[src/rtl/bus_mon_pkg.sv]
// Shared types and helpers for the bus activity monitor: FSM state encoding
// and the Hamming-distance result width.
package bus_mon_pkg;

   localparam logic [1:0] ST_IDLE  = 2'd0;
   localparam logic [1:0] ST_PRIME = 2'd1;
   localparam logic [1:0] ST_COUNT = 2'd2;
   localparam logic [1:0] ST_HOLD  = 2'd3;

   typedef enum logic [1:0] {
      IDLE  = ST_IDLE,
      PRIME = ST_PRIME,
      COUNT = ST_COUNT,
      HOLD  = ST_HOLD
   } state_e;

   // Bits needed to hold a distance of 0..w.
   function automatic int hd_w(input int w);
      return $clog2(w + 32'sd1);
   endfunction

endpackage

[src/rtl/bus_activity_monitor_popcount.sv]
// Combinational Hamming distance between two bus words.
module popcount
   import bus_mon_pkg::*;
#(
   parameter int W = 8
) (
   input  logic [W-1:0]        a,
   input  logic [W-1:0]        b,
   output logic [hd_w(W)-1:0]  cnt
);

   localparam int HW = hd_w(W);

   // Sum the differing bit positions.
   always_comb begin
      cnt = '0;
      for (int i = 0; i < W; i++) begin
         cnt = cnt + HW'(a[i] ^ b[i]);
      end
   end

endmodule

[src/rtl/bus_activity_monitor.sv]
// Measures bit toggles and peak per-step Hamming distance of a bus over a
// programmable window of samples; reports through a valid/ready port.
module bus_activity_monitor
   import bus_mon_pkg::*;
#(
   parameter int W     = 8,
   parameter int CNT_W = 16,
   parameter int LEN_W = 16
) (
   input  logic                ck,
   input  logic                rst,
   input  logic [W-1:0]        bus_in,
   input  logic                sample_en,
   input  logic                start,
   input  logic [LEN_W-1:0]    window_len,
   output logic                busy,
   output logic                res_valid,
   input  logic                res_ready,
   output logic [CNT_W-1:0]    res_count,
   output logic [hd_w(W)-1:0]  res_max_hd,
   output logic                res_sat
);

   localparam int HW = hd_w(W);
   localparam logic [LEN_W-1:0] ONE_LEN = {{(LEN_W-1){1'b0}}, 1'b1};
   localparam logic [CNT_W-1:0] ACC_MAX = '1;

   state_e            state_r, state_s;
   logic [W-1:0]      prev_r;
   logic [LEN_W-1:0]  remaining_r;
   logic [CNT_W-1:0]  acc_r, acc_s;
   logic [HW-1:0]     max_r, max_s, hd_s;
   logic              sat_r, sat_s;
   logic [CNT_W:0]    sum_s;

   popcount #(.W(W)) u_popcount (
      .a   (bus_in),
      .b   (prev_r),
      .cnt (hd_s)
   );

   // FSM state register.
   always_ff @(posedge ck) begin
      if (rst) begin
         state_r <= IDLE;
      end else begin
         state_r <= state_s;
      end
   end

   // Next-state decode.
   always_comb begin
      state_s = state_r;
      case (state_r)
         IDLE:    if (start) state_s = PRIME; else state_s = IDLE;
         PRIME: begin
            if (sample_en) begin
               if (window_len == '0) state_s = HOLD; else state_s = COUNT;
            end else begin
               state_s = PRIME;
            end
         end
         COUNT:   if (sample_en && (remaining_r == ONE_LEN)) state_s = HOLD; else state_s = COUNT;
         HOLD:    if (res_ready) state_s = IDLE; else state_s = HOLD;
         default: state_s = IDLE;
      endcase
   end

   // Saturating accumulate and running maximum for the current sample.
   always_comb begin
      sum_s = {1'b0, acc_r} + (CNT_W + 1)'(hd_s);
      if (sum_s[CNT_W]) begin
         acc_s = ACC_MAX;
         sat_s = 1'b1;
      end else begin
         acc_s = sum_s[CNT_W-1:0];
         sat_s = sat_r;
      end
      if (hd_s > max_r) max_s = hd_s; else max_s = max_r;
   end

   // Datapath and registered result/status outputs.
   always_ff @(posedge ck) begin
      if (rst) begin
         prev_r      <= '0;
         remaining_r <= '0;
         acc_r       <= '0;
         max_r       <= '0;
         sat_r       <= 1'b0;
         res_count   <= '0;
         res_max_hd  <= '0;
         res_sat     <= 1'b0;
         busy        <= 1'b0;
         res_valid   <= 1'b0;
      end else begin
         busy      <= (state_s != IDLE);
         res_valid <= (state_s == HOLD);
         case (state_r)
            IDLE: begin
               if (start) begin
                  acc_r <= '0;
                  max_r <= '0;
                  sat_r <= 1'b0;
               end
            end
            PRIME: begin
               if (sample_en) begin
                  prev_r      <= bus_in;
                  remaining_r <= window_len;
                  if (window_len == '0) begin
                     res_count  <= '0;
                     res_max_hd <= '0;
                     res_sat    <= 1'b0;
                  end
               end
            end
            COUNT: begin
               if (sample_en) begin
                  acc_r       <= acc_s;
                  max_r       <= max_s;
                  sat_r       <= sat_s;
                  prev_r      <= bus_in;
                  remaining_r <= remaining_r - ONE_LEN;
                  // Final transition: publish including this sample's distance.
                  if (remaining_r == ONE_LEN) begin
                     res_count  <= acc_s;
                     res_max_hd <= max_s;
                     res_sat    <= sat_s;
                  end
               end
            end
            HOLD: begin
            end
            default: begin
            end
         endcase
      end
   end

endmodule

[config.mk]
export PLATFORM = sky130hd
export DESIGN_NAME = bus_activity_monitor
export DESIGN_NICKNAME = d
export VERILOG_FILES = /design/src/rtl/bus_mon_pkg.sv /design/src/rtl/bus_activity_monitor_popcount.sv /design/src/rtl/bus_activity_monitor.sv
export SDC_FILE = /design/constraint.sdc
export NUM_CORES = 1
export LEC_CHECK = 0
export CORE_MARGIN = 1.5
export CORE_UTILIZATION = 55
export DETAILED_ROUTE_END_ITERATION = 10
export PLACE_DENSITY = 0.8
export RECOVER_POWER = 50
export SYNTH_ARGS = -nofsm -noshare
export SYNTH_HDL_FRONTEND = slang
export SYNTH_HIERARCHICAL = 1
export SYNTH_SLANG_ARGS = --single-unit
[constraint.sdc]
create_clock -name ck -period 7.5 [get_ports ck]
set_clock_uncertainty 0.15 [all_clocks]
set_input_delay 1.5 -clock ck [delete_from_list [all_inputs] [get_ports ck]]
set_output_delay 1.5 -clock ck [all_outputs]
set_load 0.03 [all_outputs]
==> flow_summary.yaml <==
outcome:
  status: "complete, but fails checks"
  violations: "capacitance limit, slew limit"
pwr:
  p_per_area_nw_per_um2: 219
  p_leak_nw: 1.85
  ir_drop_mv: 0.0962
layout:
  syn2layout_area_growth_pct: 18.9
  final_area_sq_um: 4680
  finalNetCount: 571
  final_layout_size_suffix_gt1_share_pct: 5.14
  stdcell_count: 621
  n_antenna_cell: 0
worst_hold_path:
  hold_path_end: "res_count[14]"
  worstHoldStart: "res_count[14]"
  hold_depth: 2
  hp-class: "reg2reg"
critical_path:
  r2r_cells: 17
  end_kind: "flip-flop"
  r2r_slack_ns: 2.42
  crit_fanout: 6
  path_class: "in2reg"
  worstReg2RegEnd: "res_count[15]"
  r2r-start: "prev_r[3]"
  cp.arrival_ns: 6.40
  cp.required_ns: 7.57
  worstSetupStartpointType: "primary input"
timing:
  setup_viol: 0
  period_needed_ns: 6.34
  min_period_over_period_pct: 84.5
  slew_headroom_pct: -39.7
  fmax_ghz: 0.158
  tightest_slew_ns: 2.07
  drv_slew: 19
  rsz0062_at_grt: "no"
  finalSetupTns_ns: 0
  hold_viol: 0
global_routing:
  grt_use_total_pct: 25.1
  grt_max_degree: 75
  antenna_found_initial: 0
  grt_pass1_vias: 3312
  overflow: 0
  grt_pass1_wl_um: 15200
clock_tree:
  clock_latency_ns: 0.35
  clk_pin_slew_ns: 0.07
  hold_buffers: 0
  cts_tree: "yes"
  cts_resized: 0
  cts_buffer_depth: 2
  numCtsBuffers: 9
  cts_root_buffer: "clkbuf_8"
  cts.sinks: 70
  cts_post_setup_buffers_inserted: 0
  htreeDepth: 3
logic_synthesis:
  synth_flop_cell: "dfxtp_1"
  synth.cell_area_sq_um: 3940
  synth_top_area_cell: "dfxtp_1"
  ys_top_cells_by_area: "dfxtp_1 (36%), a21oi_1 (6.7%), nand2_1 (5.5%), ha_1 (5.4%), mux2i_1 (3.6%)"
  synth_seq_cells: 70
  syn_inst: 483
  yosys.area.top_type_share_pct: 35.6
  avgSynthCellArea_sq_um: 8.15
  ys_seq_area_share_pct: 35.6
  ys_warn_count: 6
  ys_types: 55
  synth_edf_count: 0
  synth.net_count: 534
  synthArstFlopShare_pct: 0
job:
  max_cap_viol_count: 1
die:
  ioPinCount: 52
  core-area_sq_um: 6870
  die_x_um: 87.6
  initial_core_util_pct: 57.3
  rows: 30
  die_area_sq_um: 7680
  chipHeight_um: 87.6
placed_design:
  placed_cell_area_sq_um: 4470
  place_inst: 605
  gp_congestion: 0.885
  hpwlAfterDp_um: 6180
  port_buffers: 51
drt:
  drt_iter0_markers: 227
  drtAntennaViolNets: 0
  routed_wl_um: 9300
  drc: 0
  vias: 3645
  first_pass_iters: 5
  vias_per_cell: 5.87
  routedWlPerCell_um: 15.0
## synthesized netlist by cell type, types with 4 or more instances
| library cell | count |
|---|---|
| nand3b_1 | 11 |
| a211o_1 | 5 |
| nand3_1 | 22 |
| clkbuf_1 | 20 |
| nand4_1 | 5 |
| a31oi_1 | 5 |
| nor3_1 | 8 |
| dfxtp_1 | 70 |
| nor4_1 | 6 |
| buf_2 | 4 |
| xor2_1 | 13 |
| or3_1 | 5 |
| and3_1 | 4 |
| o22ai_1 | 5 |
| o21ai_0 | 18 |
| a211oi_1 | 8 |
| xnor2_1 | 9 |
| a21oi_1 | 53 |
| mux2i_1 | 14 |
| nor2b_1 | 4 |
| nor2_1 | 35 |
| o21ai_1 | 6 |
| fa_1 | 5 |
| o21a_1 | 6 |
| inv_1 | 23 |
| ha_1 | 17 |
| nand2_1 | 58 |
## metal layers
layer	part of all wire [%]	vias to the layer above	routed length, um	GRT usage [%]
met2	46	99	4290	40.0
met4	1.8	0	172	10.7
met5	0	-	0	0
met3	4.1	16	384	3.49
met1	48	1734	4460	34.3
li1	-	1796	-	-
## logic make-up after synthesis
family	synth area share (%)
compound gates	21.0
fa+ha+maj	7.94
buf+inv	5.08
mux	3.84
simple gates	21.6
xor+xnor	4.89
flops	35.6
## worst max-delay path: stages
cell and delay, ns:
clkdlybuf4s50_1 0.43, xor2_1 0.17, fa_1 0.54, inv_1 0.05, fa_1 0.50, fa_1 0.49
inv_1 0.07, ha_1 0.17, inv_1 0.05, fa_1 0.38, xnor2_1 0.34, ha_1 0.36
o21a_1 0.21, a21oi_1 0.42, nor4b_1 0.13, xor2_1 0.16, o21ai_0 0.30, o21ai_0 0.14
## stage by stage
step | setup WS [ns] | total power [mW] | hold WS, ns | utilization (%)
CTS | 1.20 | 1.03 | 0.312 | 68.2
finish | 1.16 | 1.02 | 0.306 | 68.2
global placement | 0.941 | 0.684 | 0.294 | 65.1
detailed placement | 0.894 | 0.693 | 0.301 | 65.1
global route | 0.826 | 1.08 | 0.326 | 68.2
floorplan | 1.80 | 0.618 | 0.291 | -
## placed cells by master (no fill, tap or decap), types with 4 or more instances in the layout
cell type        count
dfxtp_1             70
nand2_1             58
a21oi_1             53
nor2_1              35
clkdlybuf4s50_1     26
dlygate4sd3_1       24
inv_1               23
nand3_1             22
o21ai_0             19
ha_1                17
mux2i_1             14
xor2_1              13
nand3b_1            11
clkbuf_8            10
nor3_1               9
xnor2_1              9
a211oi_1             8
o21a_1               6
nor4_1               6
or3_1                5
a211o_1              5
a31oi_1              5
o22ai_1              5
nand4_1              5
o21ai_1              5
fa_1                 5
and3_1               4
nor2b_1              4
## cell type report
cell class / instances / area [sq um]
clock inverter: 4 / 70.1
fill: 583 / 2190
tap: 96 / 120
timing repair buffer: 54 / 528
sequential: 70 / 1400
clock buffer: 12 / 145
inverter: 23 / 86.3
multi-input combinational: 362 / 2330
## how the worst max path moves through the flow
stage | from | to | depth (start not counted)
3_3_place_gp | bus_in[3] | res_count[15] | 18
3_5_place_dp | bus_in[0] | res_count[15] | 18
5_1_grt | bus_in[0] | res_count[13] | 18
2_1_floorplan | bus_in[3] | res_count[15] | 17
4_1_cts | bus_in[0] | res_count[15] | 18
6_report | bus_in[3] | res_count[15] | 18
## flip-flops by register name, indices dropped and copies added, names as in the netlist
register	count
acc_r	16
remaining_r	16
res_count	16
prev_r	8
max_r	4
res_max_hd	4
state_r	2
busy	1
res_sat	1
res_valid	1
sat_r	1
## power by group
group          switching, mW  leakage (nW)  internal, mW
Sequential           0.00805         0.566         0.381
Combinational          0.173          1.18         0.124
Clock                  0.143         0.110         0.196
Note: power is estimated with default switching activity, not from simulation.
